## src/rtl/toeplitz_ctrl.sv

```systemverilog
`default_nettype none
// +--------------------------------------------------------------------------+
// | toeplitz_ctrl : seed loader and bit-serial Toeplitz-hash sequencer.       |
// | Optional macro TOEPLITZ_RESEED_EN allows re-seeding between blocks.       |
// | Revision 1.0 - initial release                                            |
// +--------------------------------------------------------------------------+
module toeplitz_ctrl #(
  parameter int BS = 64,
  parameter int N  = 256,
  parameter int L  = 128
) (
  input  logic          clk,
  input  logic          rstn,
  input  logic          seed_valid,
  output logic          seed_ready,
  input  logic [BS-1:0] seed_data,
  input  logic          in_valid,
  output logic          in_ready,
  input  logic [BS-1:0] in_data,
  output logic          out_valid,
  input  logic          out_ready,
  output logic [L-1:0]  out_data,
  output logic          seeded,
  output logic          busy
);
  localparam int XSZ = N / BS;
  localparam int YSZ = L / BS;
  localparam int SW  = $clog2(XSZ + YSZ);
  localparam int IW  = (XSZ > 1) ? $clog2(XSZ) : 1;
  localparam int BW  = (BS > 1) ? $clog2(BS) : 1;

  typedef enum logic [1:0] {
    ST_LOAD  = 2'd0,
    ST_WAIT  = 2'd1,
    ST_SHIFT = 2'd2,
    ST_OUT   = 2'd3
  } state_e;

  state_e        state_q, state_d;
  logic [SW-1:0] seed_cnt_q, seed_cnt_d;
  logic [IW-1:0] in_cnt_q, in_cnt_d;
  logic [BW-1:0] bit_cnt_q, bit_cnt_d;
  logic [L-1:0]  col_q, col_d, g_q, g_d, acc_q, acc_d;
  logic [N-1:0]  row_q, row_d, r_q, r_d;
  logic [BS-1:0] shw_q, shw_d;
  logic          seeded_q, seeded_d;
  logic          seed_fire, in_fire;

  always_comb begin
    seed_ready = (state_q == ST_LOAD);
`ifdef TOEPLITZ_RESEED_EN
    if (state_q == ST_WAIT && in_cnt_q == '0) seed_ready = 1'b1;
`endif
  end

  assign in_ready  = (state_q == ST_WAIT);
  assign out_valid = (state_q == ST_OUT);
  assign out_data  = out_valid ? acc_q : '0;
  assign seeded    = seeded_q;
  assign busy      = (state_q == ST_SHIFT) || (state_q == ST_OUT);
  // A seed word wins over a same-cycle input word.
  assign seed_fire = seed_valid && seed_ready;
  assign in_fire   = in_valid && in_ready && !seed_fire;

  always_comb begin
    state_d    = state_q;
    seed_cnt_d = seed_cnt_q;
    in_cnt_d   = in_cnt_q;
    bit_cnt_d  = bit_cnt_q;
    col_d      = col_q;
    row_d      = row_q;
    g_d        = g_q;
    r_d        = r_q;
    acc_d      = acc_q;
    shw_d      = shw_q;
    seeded_d   = seeded_q;

    if (seed_fire) begin
      // Words shift in from the bottom so word 0 ends up in the MSBs.
      if (seed_cnt_q < SW'(YSZ)) col_d = (col_q << BS) | L'(seed_data);
      else                       row_d = (row_q << BS) | N'(seed_data);
      if (seed_cnt_q == SW'(XSZ + YSZ - 1)) begin
        seed_cnt_d = '0;
        seeded_d   = 1'b1;
        state_d    = ST_WAIT;
        in_cnt_d   = '0;
        bit_cnt_d  = '0;
        acc_d      = '0;
        g_d        = col_d;
        r_d        = row_d >> 1;
      end else begin
        seed_cnt_d = seed_cnt_q + SW'(1);
        seeded_d   = 1'b0;
        state_d    = ST_LOAD;
      end
    end else begin
      case (state_q)
        ST_WAIT: begin
          if (in_fire) begin
            shw_d     = in_data;
            bit_cnt_d = '0;
            state_d   = ST_SHIFT;
          end
        end
        ST_SHIFT: begin
          if (shw_q[BS-1]) acc_d = acc_q ^ g_q;
          g_d   = {r_q[0], g_q[L-1:1]};
          r_d   = r_q >> 1;
          shw_d = shw_q << 1;
          if (bit_cnt_q == BW'(BS - 1)) begin
            bit_cnt_d = '0;
            if (in_cnt_q == IW'(XSZ - 1)) begin
              in_cnt_d = '0;
              state_d  = ST_OUT;
            end else begin
              in_cnt_d = in_cnt_q + IW'(1);
              state_d  = ST_WAIT;
            end
          end else begin
            bit_cnt_d = bit_cnt_q + BW'(1);
          end
        end
        ST_OUT: begin
          if (out_ready) begin
            state_d = ST_WAIT;
            acc_d   = '0;
            g_d     = col_q;
            r_d     = row_q >> 1;
          end
        end
        default: ;
      endcase
    end
  end

  always_ff @(posedge clk or negedge rstn) begin
    if (!rstn) begin
      state_q    <= ST_LOAD;
      seed_cnt_q <= '0;
      in_cnt_q   <= '0;
      bit_cnt_q  <= '0;
      col_q      <= '0;
      row_q      <= '0;
      g_q        <= '0;
      r_q        <= '0;
      acc_q      <= '0;
      shw_q      <= '0;
      seeded_q   <= 1'b0;
    end else begin
      state_q    <= state_d;
      seed_cnt_q <= seed_cnt_d;
      in_cnt_q   <= in_cnt_d;
      bit_cnt_q  <= bit_cnt_d;
      col_q      <= col_d;
      row_q      <= row_d;
      g_q        <= g_d;
      r_q        <= r_d;
      acc_q      <= acc_d;
      shw_q      <= shw_d;
      seeded_q   <= seeded_d;
    end
  end
endmodule
`default_nettype wire
```

## config.mk

```make
export PLATFORM = sky130hd
export DESIGN_NAME = toeplitz_ctrl
export DESIGN_NICKNAME = d
export VERILOG_FILES = /design/src/rtl/toeplitz_ctrl.sv
export SDC_FILE = /design/constraint.sdc
export NUM_CORES = 2
export LEC_CHECK = 0
export BUFFER_PORTS_ARGS = -buffer_cell sky130_fd_sc_hd__buf_2
export CAP_MARGIN = 15
export CORE_UTILIZATION = 55
export CTS_CLUSTER_DIAMETER = 80
export DETAILED_ROUTE_END_ITERATION = 8
export PLACE_DENSITY = 0.75
export SKIP_CTS_REPAIR_TIMING = 1
export SLEW_MARGIN = 20
export SYNTH_ARGS = -nofsm -noshare
export SYNTH_HDL_FRONTEND = slang
export SYNTH_SLANG_ARGS = --single-unit
```

## constraint.sdc

```tcl
create_clock -name clk -period 2.2 [get_ports clk]
set_clock_uncertainty 0.15 [all_clocks]
set_input_delay 0.44 -clock clk [delete_from_list [all_inputs] [get_ports clk]]
set_output_delay 0.44 -clock clk [all_outputs]
set_load 0.01 [all_outputs]
```

==> impl.org <==
** STA
- Counting I/O delays and the setup requirement, the final critical path takes 2.64 ns.
- For the pin with the worst max-slew slack, the measured transition is approximately 0.57 ns.
- The number of failing hold endpoints at the final stage is 15.
- Final worst hold slack :: -0.0590 ns
- Across all setup checks in the final design, the least slack found is -0.444 ns.
- Setup-violating endpoint count in the final report :: 644
- In this run the tightest slew margin relative to its limit is 0.623.
- Setup repair after global routing could not meet its margin everywhere.
- FMAX :: around 380 MHz
- Adding up every negative setup slack in the final design gives -175.37 ns.
- The count of final max-slew check failures was 0.
- Dividing the final minimum period by the clock period gives 1.20.

** Layout
- After the last flow step, the layout net total stands at approximately 5400.
- Share of final-layout standard cells stronger than drive strength 1 :: 0.146
- Final instance area :: about 54000 sq um
- Compared with the post-synthesis result, the final layout area differs by 23.1%.
- Combined area of the multi-input logic cells :: 18100 sq um
- Fill count :: 5555
- Leaving out fill and tap cells, the most frequent cell in the layout is sky130_fd_sc_hd__nand2_1.
- Summing all flip-flop and latch instances after layout gives 24300 sq um.
- Commonest cells after routing, fill and taps aside :: sky130_fd_sc_hd__nand2_1 (1607), sky130_fd_sc_hd__dfrtp_1 (973), sky130_fd_sc_hd__o22ai_1 (510)

** Drt
- In this run, the number of DRC markers left after iteration 0 of detailed routing was about 4300.
- After detailed routing, the number of vias per cell comes to approximately 6.
- For this run, design rule violations remaining after detail routing come to 0.
- Router iterations before antenna repair :: 6
- For this block, the via count after detailed routing is 38200.
- For this block, the routed nets add up to between 100 and 150 mm of wire.
- Once detail routing completed, the nets flagged for antenna violations numbered 0.
- Routed wire per std cell :: around 19 microns

** Yosys
- Leading cell types by total area after synthesis :: sky130_fd_sc_hd__dfrtp_1 (56%), sky130_fd_sc_hd__nand2_1 (14%), sky130_fd_sc_hd__o22ai_1 (7.3%)
- Count of mapped cells out of synthesis :: 4847
- Of the post-synthesis cell area, the dominant cell type holds 0.555.
- Synthesized netlist net count :: about 5000
- In the synthesized netlist the async set-or-reset flop fraction comes to 1.00.
- During synthesis, Yosys emitted a total of 0 warnings.
- Most instantiated flip-flop cell in the synthesis netlist :: sky130_fd_sc_hd__dfrtp_1
- Register area share after synthesis :: 0.555
- Post-synthesis area per instance :: 9.05 sq um
- After synthesis the netlist holds a flip-flop and latch count of 973.
- After synthesis, the netlist uses 38 different library cells.
- Largest area contributor in the netlist :: sky130_fd_sc_hd__dfrtp_1
- Number of enable flip-flop cells after synthesis :: 0
- Netlist area before placement :: 43900 sq um

** Place
- Buffers added on ports :: between 200 and 300
- Weighted congestion at the end of routability-driven global placement :: around 0.84
- The placed instances occupy a cell area of 47900 sq um.
- Half-perimeter wire length after placement :: 74.0 mm

** Global route
- The first global-routing pass estimated 187 mm of wire.
- Global Route Usage Sum :: 0.279
- Global routing finished with a remaining overflow of 0.
- The number of antenna violations at the first check in global routing came to 4.
- The number of global-route vias before repair was 35200.
- Entering global routing, the biggest net connects roughly 100 pins.

** Worst setup path
- At the worst endpoint, the required time is between 1.5 and 2 ns.
- Critical path launch point type :: flip-flop
- Crit path kind :: flip-flop to output pin
- Worst stage delay on the critical path :: 0.37 ns
- The slowest stage of the critical path belongs to the cell sky130_fd_sc_hd__dfrtp_1.
- The worst setup path is captured at an output pin.
- STA puts the critical path data arrival time at between 2 and 2.5 ns.
- Biggest fanout along the worst timing path :: 13
- The critical path goes through buf_6 -> ha_4 -> buf_12 -> buf_8 -> and2_1 -> buf_2.
- The worst register-to-register path has a depth of 12.

** Clock network
- At the later pin of the worst-skew pair, clock insertion delay measures between 0.6 and 0.7 ns.
- Clock tree synthesis found a total of roughly 970 sinks.
- In this run the deepest clock path goes through 3 buffers.
- TritonCTS built the clock tree.
- CTS placed an instance of sky130_fd_sc_hd__clkbuf_16 at the clock tree root.
- CTS built an H-tree with a depth of 3.
- Buffers inserted during clock tree synthesis total 97.
- Clock transition at the registers of the reported paths :: 0.06 ns

** Pwr
- In this run the static leakage power is roughly 26 nW.
- The worst-case IR drop observed on VDD is 0.989 mV.
- P per Cell Area :: 1730 nW/um^2

** Job
- MaxCap Viol Count :: 0

** Die
- The die covers roughly 81000 sq um.
- Rows :: 103
- Floorplan die width :: 284 microns
- For this configuration, the core starts out at a cell density of 0.555.
- Standard cell core area :: 79000 sq um
- The die is 284 microns tall.
- I/O pins :: 266

** Hold path
- The path class of the tightest hold or removal check is input port to flip-flop.
- Worst hold path stage count :: 3

** Run status
- Violated checks :: hold timing, setup timing
- The flow ran to the end, but the final reports show violations.
-- metal layers --
metal  global-route usage  routed length (microns)  up-vias
met3               0.0394                     8980      221
li1                     -                        -    17500
met1                0.414                    53100    19000
met4               0.0917                     3000        0
met2                0.423                    58500     1549
met5                    0                        0        -
-- worst paths after layout --
path	start	to	slack (ns)
setup / recovery	state_q[1]	out_data[122]	-0.44
hold / removal	in_data[32]	shw_q[32]	-0.06
setup reg to reg	state_q[1]	r_q[148]	-0.38
hold reg to reg	row_q[254]	row_q[254]	0.32
max in group asynchronous	rstn	r_q[114]	0.87
min in group asynchronous	rstn	bit_cnt_q[5]	0.12
-- per-stage QoR --
| stage | power [W] | instances | worst slack (ns) | utilization |
|---|---|---|---|---|
| detailed placement | 0.0705 | 5992 | -0.100 | 0.606 |
| global placement | 0.0688 | 5992 | 0.0113 | 0.606 |
| global route | 0.0992 | 6347 | -0.518 | 0.684 |
| floorplan | 0.0570 | 4847 | -0.0339 | - |
| CTS | 0.0879 | 6163 | -0.613 | 0.648 |
| finish | 0.0932 | 6349 | -0.444 | 0.684 |
-- cell type report --
class | instances | share of cell area
Clock buffer | 141 | 0.0531
Tap cell | 1050 | 0.0243
Antenna cell | 6 | 0.000278
Sequential cell | 973 | 0.451
Inverter | 8 | 0.000556
Clock inverter | 30 | 0.00778
Timing Repair Buffer | 669 | 0.129
Multi-Input combinational cell | 3472 | 0.335
-- report_power, final --
part | total (W) | switching (W) | internal, W
clock | 0.0172 | 0.00702 | 0.0102
sequential | 0.0334 | 0.00730 | 0.0261
combinational | 0.0426 | 0.0234 | 0.0192
total | 0.0932 | 0.0378 | 0.0555
-- state kept, by name, indices dropped and copies added, names as in the netlist --
signal      count
col_q         128
seeded          1
in_cnt_q        2
shw_q          64
r_q           255
acc_q         128
state_q         2
row_q         256
seed_cnt_q      3
bit_cnt_q       6
g_q           128
-- synthesized netlist by cell type, drive strengths merged (2+ instances only) --
cell,number
nand2,1608
o22ai,510
or3,3
ha,7
o21ai,72
a21oi,6
a21boi,2
clkbuf,197
o31ai,383
inv,8
nor3,3
o21a,2
buf,198
mux2i,65
o211ai,6
mux2,4
a22o,2
nand2b,131
and2,129
nor2,388
o2bb2ai,129
dfrtp,973
nand3,9
-- worst max-delay path: cells and delay by family (launching register included) --
family / cells / cell delay [ns]
simple gates: 1 / 0.19
buf+inv: 4 / 0.63
flops: 1 / 0.37
fa+ha+maj: 1 / 0.20
-- cells by family (layout without fill, tap and decap cells) --
logic type | count (synthesis) | count (layout) | share of synthesized area
other cells | 0 | 6 | 0
fa+ha+maj | 7 | 7 | 0.00200
buf+inv | 403 | 848 | 0.0395
compound gates | 1117 | 1117 | 0.177
flops | 973 | 973 | 0.555
simple gates | 2277 | 2278 | 0.211
xor+xnor | 1 | 1 | 0.000200
mux | 69 | 69 | 0.0159
No activity file was read; power rests on OpenSTA's default activity.
